## src/rtl/sm3_msg_pad_if.sv

```systemverilog
// Message word stream into the SM3 padder.
//   s_data  : message word, byte 0 at [31:24]
//   s_valid : s_data valid
//   s_last  : final word of the message
//   s_bytes : valid bytes in the last word (0 = 4), left-justified
//   s_ready : word accepted when s_valid && s_ready
// master = word source, slave = sm3_msg_pad.
interface sm3_msg_pad_if;
   logic [31:0] s_data;
   logic        s_valid;
   logic        s_last;
   logic [1:0]  s_bytes;
   logic        s_ready;

   modport master (output s_data, output s_valid, output s_last, output s_bytes,
                   input s_ready);
   modport slave  (input s_data, input s_valid, input s_last, input s_bytes,
                   output s_ready);
endinterface

```

## src/rtl/sm3_msg_pad.sv

```systemverilog
// SM3 message padder and block sequencer for the compression core.
// Collects big-endian message words into 512-bit blocks, appends the 0x80
// marker, zero fill and 64-bit bit length, starts the core per block and
// chains each hashout into the next block. Final digest is strobed once.
//   clk, rstn    : clock, asynchronous active-low reset
//   msg          : word stream (slave modport)
//   cmp_start    : one-cycle start to the core
//   cmp_data     : block, word 0 at [511:480]
//   cmp_hashin   : chaining value {A..H}
//   cmp_hashout  : core result {A..H}
//   cmp_valid    : core result strobe
//   digest       : final hash, held until the next message completes
//   digest_valid : one-cycle strobe when digest updates
//   busy         : high whenever not idle
module sm3_msg_pad #(
   parameter logic [255:0] IV =
      256'h7380166f4914b2b9172442d7da8a0600a96f30bc163138aae38dee4db0fb0e4e
) (
   input  logic           clk,
   input  logic           rstn,
   sm3_msg_pad_if.slave   msg,
   output logic           cmp_start,
   output logic [511:0]   cmp_data,
   output logic [255:0]   cmp_hashin,
   input  logic [255:0]   cmp_hashout,
   input  logic           cmp_valid,
   output logic [255:0]   digest,
   output logic           digest_valid,
   output logic           busy
);

   typedef enum logic [2:0] {StIdle, StFill, StPad, StIssue, StWait, StDone} state_t;

   state_t         state;
   logic [255:0]   hash_v;
   logic [511:0]   blk;
   logic [4:0]     wcnt;
   logic [63:0]    len;
   logic           marker_pend;
   logic           is_final;
   logic           msg_end;

   logic           accept;
   logic [2:0]     nbytes;
   logic [5:0]     len_inc;
   logic [31:0]    in_word;
   logic [4:0]     wcnt_inc;
   logic [3:0]     blk_idx;

   assign msg.s_ready = (state == StIdle) || (state == StFill);
   assign busy        = (state != StIdle);
   assign cmp_data    = blk;
   assign cmp_hashin  = hash_v;

   always_comb begin
      accept   = msg.s_valid && msg.s_ready;
      nbytes   = (msg.s_bytes == 2'd0) ? 3'd4 : {1'b0, msg.s_bytes};
      len_inc  = msg.s_last ? {nbytes, 3'b000} : 6'd32;
      wcnt_inc = wcnt + 5'd1;
      blk_idx  = 4'd15 - wcnt[3:0];
      // Short last word: the marker lands right after the data, garbage below is dropped.
      in_word  = msg.s_data;
      if (msg.s_last) begin
         case (msg.s_bytes)
            2'd1:    in_word = {msg.s_data[31:24], 8'h80, 16'h0000};
            2'd2:    in_word = {msg.s_data[31:16], 8'h80, 8'h00};
            2'd3:    in_word = {msg.s_data[31:8], 8'h80};
            default: in_word = msg.s_data;
         endcase
      end
   end

   always_ff @(posedge clk or negedge rstn) begin
      if (!rstn) begin
         state        <= StIdle;
         hash_v       <= IV;
         blk          <= '0;
         wcnt         <= '0;
         len          <= '0;
         marker_pend  <= 1'b0;
         is_final     <= 1'b0;
         msg_end      <= 1'b0;
         digest       <= '0;
         digest_valid <= 1'b0;
         cmp_start    <= 1'b0;
      end else begin
         cmp_start    <= 1'b0;
         digest_valid <= 1'b0;
         unique case (state)
            StIdle, StFill: begin
               if (accept) begin
                  blk[blk_idx*32 +: 32] <= in_word;
                  wcnt                  <= wcnt_inc;
                  len                   <= len + {58'd0, len_inc};
                  if (msg.s_last) begin
                     msg_end     <= 1'b1;
                     marker_pend <= (nbytes == 3'd4);
                  end
                  if (wcnt_inc == 5'd16) begin
                     is_final  <= 1'b0;
                     cmp_start <= 1'b1;
                     state     <= StIssue;
                  end else if (msg.s_last) begin
                     state <= StPad;
                  end else begin
                     state <= StFill;
                  end
               end
            end
            StPad: begin
               if (wcnt == 5'd16) begin
                  is_final  <= 1'b0;
                  cmp_start <= 1'b1;
                  state     <= StIssue;
               end else if (wcnt == 5'd14 && !marker_pend) begin
                  blk[63:0] <= len;
                  is_final  <= 1'b1;
                  cmp_start <= 1'b1;
                  state     <= StIssue;
               end else begin
                  blk[blk_idx*32 +: 32] <= marker_pend ? 32'h8000_0000 : 32'h0;
                  marker_pend           <= 1'b0;
                  wcnt                  <= wcnt_inc;
               end
            end
            StIssue: state <= StWait;
            StWait: begin
               if (cmp_valid) begin
                  hash_v <= cmp_hashout;
                  blk    <= '0;
                  wcnt   <= '0;
                  if (is_final)     state <= StDone;
                  else if (msg_end) state <= StPad;
                  else              state <= StFill;
               end
            end
            StDone: begin
               digest       <= hash_v;
               digest_valid <= 1'b1;
               hash_v       <= IV;
               len          <= '0;
               msg_end      <= 1'b0;
               is_final     <= 1'b0;
               state        <= StIdle;
            end
            default: state <= StIdle;
         endcase
      end
   end

endmodule

```

## src/flat_wrapper.sv

```systemverilog
// flat-port wrapper written by rule: the top's interface ports become plain ports
module sm3_msg_pad_flat 
#(
   parameter logic [255:0] IV =
      256'h7380166f4914b2b9172442d7da8a0600a96f30bc163138aae38dee4db0fb0e4e
)
  (clk, rstn, cmp_start, cmp_data, cmp_hashin, cmp_hashout, cmp_valid, digest, digest_valid, busy, msg_s_data, msg_s_valid, msg_s_last, msg_s_bytes, msg_s_ready);
  sm3_msg_pad_if msg_i ();
  input  logic clk;
  input  logic rstn;
  output logic cmp_start;
  output logic [511:0] cmp_data;
  output logic [255:0] cmp_hashin;
  input  logic [255:0] cmp_hashout;
  input  logic cmp_valid;
  output logic [255:0] digest;
  output logic digest_valid;
  output logic busy;
  input wire logic [$bits(msg_i.s_data)-1:0] msg_s_data;
  input wire logic [$bits(msg_i.s_valid)-1:0] msg_s_valid;
  input wire logic [$bits(msg_i.s_last)-1:0] msg_s_last;
  input wire logic [$bits(msg_i.s_bytes)-1:0] msg_s_bytes;
  output wire logic [$bits(msg_i.s_ready)-1:0] msg_s_ready;
  assign msg_i.s_data = msg_s_data;
  assign msg_i.s_valid = msg_s_valid;
  assign msg_i.s_last = msg_s_last;
  assign msg_i.s_bytes = msg_s_bytes;
  assign msg_s_ready = msg_i.s_ready;
  sm3_msg_pad #(.IV(IV)) u_core (.clk(clk), .rstn(rstn), .msg(msg_i), .cmp_start(cmp_start), .cmp_data(cmp_data), .cmp_hashin(cmp_hashin), .cmp_hashout(cmp_hashout), .cmp_valid(cmp_valid), .digest(digest), .digest_valid(digest_valid), .busy(busy));
endmodule
```

## config.mk

```make
export PLATFORM = sky130hd
export DESIGN_NAME = sm3_msg_pad_flat
export DESIGN_NICKNAME = d
export VERILOG_FILES = /design/src/rtl/sm3_msg_pad_if.sv /design/src/rtl/sm3_msg_pad.sv /design/src/flat_wrapper.sv
export SDC_FILE = /design/constraint.sdc
export NUM_CORES = 2
export LEC_CHECK = 0
export ABC_CLOCK_PERIOD_IN_PS = 2650
export CELL_PAD_IN_SITES_DETAIL_PLACEMENT = 0
export CELL_PAD_IN_SITES_GLOBAL_PLACEMENT = 1
export CORE_AREA = 2 2 517 519
export CTS_CLUSTER_DIAMETER = 150
export CTS_CLUSTER_SIZE = 28
export DETAILED_ROUTE_END_ITERATION = 10
export DIE_AREA = 0 0 519 521
export PLACE_DENSITY = 0.56
export SYNTH_ARGS = -nofsm -noshare
export SYNTH_HDL_FRONTEND = slang
export SYNTH_SLANG_ARGS = --single-unit
```

## constraint.sdc

```tcl
create_clock -name clk -period 2.65 [get_ports clk]
set_clock_uncertainty 0.1 [all_clocks]
set_input_delay 0.3975 -clock clk [delete_from_list [all_inputs] [get_ports clk]]
set_output_delay 0.3975 -clock clk [all_outputs]
set_load 0.02 [all_outputs]
```

After elaboration in Yosys (flattened, before gate mapping):

Index checks and enable logic that the tools add are counted.

* word-level logic and storage cells: 109
* output and inout port bits: 1028
* register bits after elaboration: 1101

* add/subtract/negate cells: 4
* eq/ne operators: 19
* reductions and logical operators: 21
* multiplexer cells: 50
* shift-type cells: 3

Operator list (number)
* 512-bit 2-to-1 mux: 3
* 512-bit case mux with 3 select lines: 1
* 512-bit bitwise mux: 2
* 32-bit by 34-bit indexed part select with 512-bit output: 2
* 256-bit case mux with 2 select lines: 1
* 32-bit by 34-bit variable shift with 512-bit output (first input constant): 1
* 448-bit 2-to-1 mux: 1
* 256-bit 2-to-1 mux: 1
* 64-bit 2-to-1 mux: 2
* 64-bit case mux with 2 select lines: 1
* 24-bit case mux with 3 select lines: 1
* 64-bit by 6-bit adder with 64-bit output: 1
* 9-bit negation with 34-bit output: 1
* 32-bit 2-to-1 mux: 1
* 24-bit 2-to-1 mux: 1
* 3-bit 2-to-1 mux: 7
* 5-bit 2-to-1 mux: 4
* 1-bit 2-to-1 mux: 15
* 5-bit case mux with 3 select lines: 1
* 3-bit case mux with 4 select lines: 1
* 5-bit equality test (second input constant): 2
* 5-bit AND reduction: 2
* 3-bit equality test (second input constant): 3
* 3-bit nonzero test: 3
* 24 further kinds: 39

Depth between registers and ports, before layout:

* word-level depth: 7
* depth in mapped cells: 11
* mapped depth without buffers: 10

Least setup slack after synthesis:

No wires, ideal clock.

* path type: register to register
* start point: register u_core.wcnt[0]
* end point: register u_core.blk[225] (netlist: u_core.cmp_data[225])
* path slack: -100 ps
* setup time: 66 ps
* period minus slack after synthesis: 2750 ps
* required time: 2484 ps
* cell stages (with the launch flop): 11
* data arrival time: 2583 ps
* path buffers: 4
* cell sequence: dfrtp_1 -> clkbuf_1 -> and3_1 -> ha_1 -> clkbuf_1 -> nand2_1 -> a2111oi_4 -> and3_1 -> clkbuf_1 -> buf_2 -> a22o_1

* longest elaborated chain between the ends: 7
* elaborated cells on any way between the ends: 17
* classes of those cells: add/sub: 2; eq/ne: 4; shift: 3; mux: 6; reduce/logical: 2

Ends and longest elaborated chain
* start: declaration: line sm3_msg_pad.sv:37 `logic [4:0] wcnt;`
* start signal: assignment: line sm3_msg_pad.sv:93 `wcnt <= wcnt_inc;`
* start signal: assignment: line sm3_msg_pad.sv:123 `wcnt <= wcnt_inc;`
* 4-bit subtractor: line sm3_msg_pad.sv:60 `blk_idx = 4'd15 - wcnt[3:0];`
* 9-bit negation with 34-bit output: line sm3_msg_pad.sv:92, sm3_msg_pad.sv:121
* 32-bit by 34-bit indexed part select with 512-bit output or 32-bit by 34-bit variable shift with 512-bit output (tied branches): line sm3_msg_pad.sv:121, sm3_msg_pad.sv:92
* 512-bit bitwise mux: line sm3_msg_pad.sv:121 `blk[blk_idx*32 +: 32] <= marker_pend ? 32'h8000_0000 : 32'h0;`
* 448-bit 2-to-1 mux: line sm3_msg_pad.sv:115 `end else if (wcnt == 5'd14 && !marker_pend) begin`
* 512-bit 2-to-1 mux: line sm3_msg_pad.sv:111 `if (wcnt == 5'd16) begin`
* 512-bit case mux with 3 select lines: line sm3_msg_pad.sv:89 `unique case (state)`
* end signal: indexed assignment: line sm3_msg_pad.sv:92 `blk[blk_idx*32 +: 32] <= in_word;`
* end signal: indexed assignment: line sm3_msg_pad.sv:121
* end: declaration: line sm3_msg_pad.sv:36 `logic [511:0] blk;`

Several ways; a longest one is shown, not always the timed one. The select of a mux whose other input is x is not followed.
A chain may end at the register's enable or synchronous reset.

Worst setup path in the final report:

* start point: input msg_s_bytes[0]
* end point: register u_core.len[28]

* longest elaborated chain between the ends: 6

Ends and longest elaborated chain
* start: declaration: line flat_wrapper.sv:22 `input wire logic [$bits(msg_i.s_bytes)-1:0] msg_s_bytes;`
* 2-bit logical NOT: line sm3_msg_pad.sv:57 `nbytes = (msg.s_bytes == 2'd0) ? 3'd4 : {1'b0, msg.s_bytes};`
* 3-bit 2-to-1 mux (*): line sm3_msg_pad.sv:57
* 6-bit 2-to-1 mux (*): line sm3_msg_pad.sv:58 `len_inc = msg.s_last ? {nbytes, 3'b000} : 6'd32;`
* 64-bit by 6-bit adder with 64-bit output (*): line sm3_msg_pad.sv:94 `len <= len + {58'd0, len_inc};`
* 64-bit 2-to-1 mux (*): line sm3_msg_pad.sv:91 `if (accept) begin`
* 64-bit case mux with 2 select lines (*): line sm3_msg_pad.sv:89
* end signal: assignment: line sm3_msg_pad.sv:94
* end: declaration: line sm3_msg_pad.sv:38 `logic [63:0] len;`

Every way passes the cells marked *; elsewhere a longest branch is shown, timed or not. The select of a mux whose other input is x is not followed.

==> impl_metrics.ini <==
[synth]
yosysMostFrequentCell = nand2_1
synth-async-reset-ratio = 1.00
syn_inst = 3764
synth_top_cell_area_share = 0.572
synth-seq-area-share = 0.645
synth_nets = 4067
ys_warn_count = 0
synth_edf_count = 0
syn_area_um2 = 42800
ys.flop_type = dfrtp_1
synth.distinct_cells = 69
ys_top_cells_by_area = dfrtp_1, a22o_1, nand2_1
avgSynthCellArea_um2 = 11.4
synth_common_cells = nand2_1, dfrtp_1, a22o_1
synth.ff_latch_count = 1098
yosysTopAreaCell = dfrtp_1

[clock_network]
root_buffer = clkbuf_16
cts_sinks = 1098
cts_max_path_buffers = 3
numCtsBuffers = 48
insertion_delay_ns = 0.71
clk_pin_slew_ns = 0.12
cts_htree_levels = 2
tritoncts = built

[sta]
hold_ws_ns = 0.123
period_share = 0.990
tightest_slew_ns = 0.929
rsz0062_at_grt = yes
fin_setup_tns_ns = 0
finalSetupViolations = 0
finalMaxSlewViolations = 0
hold_violations = 0
fin_crit_ns = 2.62
maxSlewHeadroom = 0.381
max_freq_mhz = 381
fin_ws_ns = 0.0266

[worst_setup_path]
r2r_slack_ns = 0.07
path_cells = clkdlybuf4s50_1, buf_4, o21ai_2, ha_1, and3_1, o211ai_4, or3_1, buf_4, buf_4, or3_1, a21oi_1
path_buf_inv = 4
critPathMaxFanout = 19
required_ns = 3.18
cp_slowest_stage_delay_ns = 0.59
worst_path_dominant_cell_family = buffers and inverters
crit_slowest_cell = clkdlybuf4s50_1
cp.arrival_ns = 3.15
crit_cells = 11
cpMostUsedCell = buf_4
r2r-end = u_core.cmp_data[194]
rr_worst_depth = 10
startpoint_type = input pin
crit-reg2reg-launch = u_core.wcnt[1]
crit_type = input pin to flop
end_kind = flop

[floorplan]
boundaryPins = 1323
fp.coreArea_um2 = 264000
start_util = 0.162
die_y_um = 521
die_area_um2 = 270000
die_w_um = 519
std_cell_rows = 189

[drt]
vias = 36877
routed_via_density = 4.22
postRouteAntennaNets = 0
wl_per_cell_um = 27.9
drtIter0Drc = 2801
drc = 0
drt-total-wl_um = 244000
dr.pass1.iters = 5

[power_and_ir_drop]
peakVddDrop_v = 0.000627
power_density_nw_per_um2 = 1190
p_leak_nw = 29.1

[final_layout]
syn2layout_area_growth_pct = 52.5
finalNonFillerCells = 8747
finish.net_count = 5483
drive_above_1_share = 0.121

[place]
io_buffers = 1322
placed_cells = 8637
post-dp-hpwl_um = 186000
routabilityCongestion = 0.889
place_ws_ns = -0.650

[status]
status = finished, final reports clean

[global_routing]
grt_pass1_wl_um = 332000
grt_usage = 0.173
grt_pass1_vias = 37594
grt_start_max_net_pins = 133
grt-ovfl-total = 0
antenna_found_initial = 16

[job]
cap_viol_max_count = 0

[worst_hold_path]
min_path_type = input pin to asynchronous set/reset pin
-- timing repair --
action | CTS | global route
pin swaps | 3 | 4
resized for setup | 25 | 23
endpoints found under the setup margin | 448 | 281
hold buffers | 1 | 0
buffers inserted | 13 | 5
gates cloned | 2 | 5
endpoints found under the hold margin | 631 | 0
-- cells in the final DEF (no fill, tap or decap), drive strengths merged, types with 5 or more instances in the layout --
cell	instances
o31ai	21
o22a	67
nand3	21
mux2i	104
nand4	27
nor2	52
clkdlybuf4s50	1301
dfstp	119
and3	7
dfrtp	979
dlygate4sd2	12
nand2b	10
xor2	22
and2	27
a22oi	33
a21o	29
inv	22
or4	19
a22o	507
nor4	5
o21ai	82
ha	7
a21oi	53
nand2	1101
or3	17
a221o	5
nor2b	5
o2bb2ai	32
nor3b	5
buf	367
clkbuf	76
nor3	13
xnor2	9
-- metrics by stage --
stage | utilization | total power [mW] | instance area (um2)
after floorplan | - | 43.6 | 42800
after global placement | 0.240 | 67.9 | 63400
after detailed placement | 0.240 | 68.0 | 63400
after CTS | 0.246 | 78.4 | 65000
after global routing | 0.247 | 81.2 | 65300
final | 0.247 | 77.5 | 65300
-- state kept, by name (all words and copies together), names as in the netlist --
| register | flops |
|---|---|
| u_core.digest | 256 |
| u_core.cmp_data | 512 |
| u_core.cmp_hashin | 256 |
| u_core.wcnt | 5 |
| u_core.len | 61 |
| u_core.msg_end | 1 |
| u_core.marker_pend | 1 |
| u_core.digest_valid | 1 |
| u_core.cmp_start | 1 |
| u_core.is_final | 1 |
| u_core.state | 3 |
-- power breakdown --
| group | switching (mW) | leakage (nW) | internal (mW) |
|---|---|---|---|
| Clock | 6.14 | 0.699 | 3.59 |
| Combinational | 22.3 | 14.0 | 16.8 |
| Sequential | 5.34 | 14.3 | 23.3 |
-- layer usage --
metal,global-route usage,up-vias,wire (um)
met1,0.216,19260,102000
met3,0.0438,249,16900
met5,0,-,122
met2,0.296,1498,118000
li1,-,15852,-
met4,0.0450,18,7040
-- how the worst max path moves through the flow --
stage                     from                    to  slack (ns)
2_1_floorplan   u_core.wcnt[0]  u_core.cmp_data[100]        0.03
3_3_place_gp    msg_s_bytes[0]        u_core.len[61]       -0.63
3_5_place_dp    msg_s_bytes[0]        u_core.len[28]       -0.65
4_1_cts        u_core.state[0]                  busy       0.002
5_1_grt         u_core.len[26]        u_core.len[44]       -0.02
6_report        msg_s_bytes[0]        u_core.len[28]        0.03
-- final cells by class --
cell class,instances,area (um2)
tap,3533,4420
clock buffer,71,1310
antenna,4,10.0
sequential,1098,27600
clock inverter,9,148
inverter,17,71.3
multi-input combinational,2328,14300
timing repair buffer,1687,17400
fill,28068,199000
-- cell families after synthesis --
| group | count (synthesis) | share of synthesized area |
|---|---|---|
| buf+inv | 338 | 0.0314 |
| mux | 104 | 0.0243 |
| fa+ha+maj | 8 | 0.00251 |
| simple gates | 1328 | 0.128 |
| flops | 1098 | 0.645 |
| compound gates | 857 | 0.162 |
| xor+xnor | 31 | 0.00634 |
No activity file was read; power rests on OpenSTA's default activity.
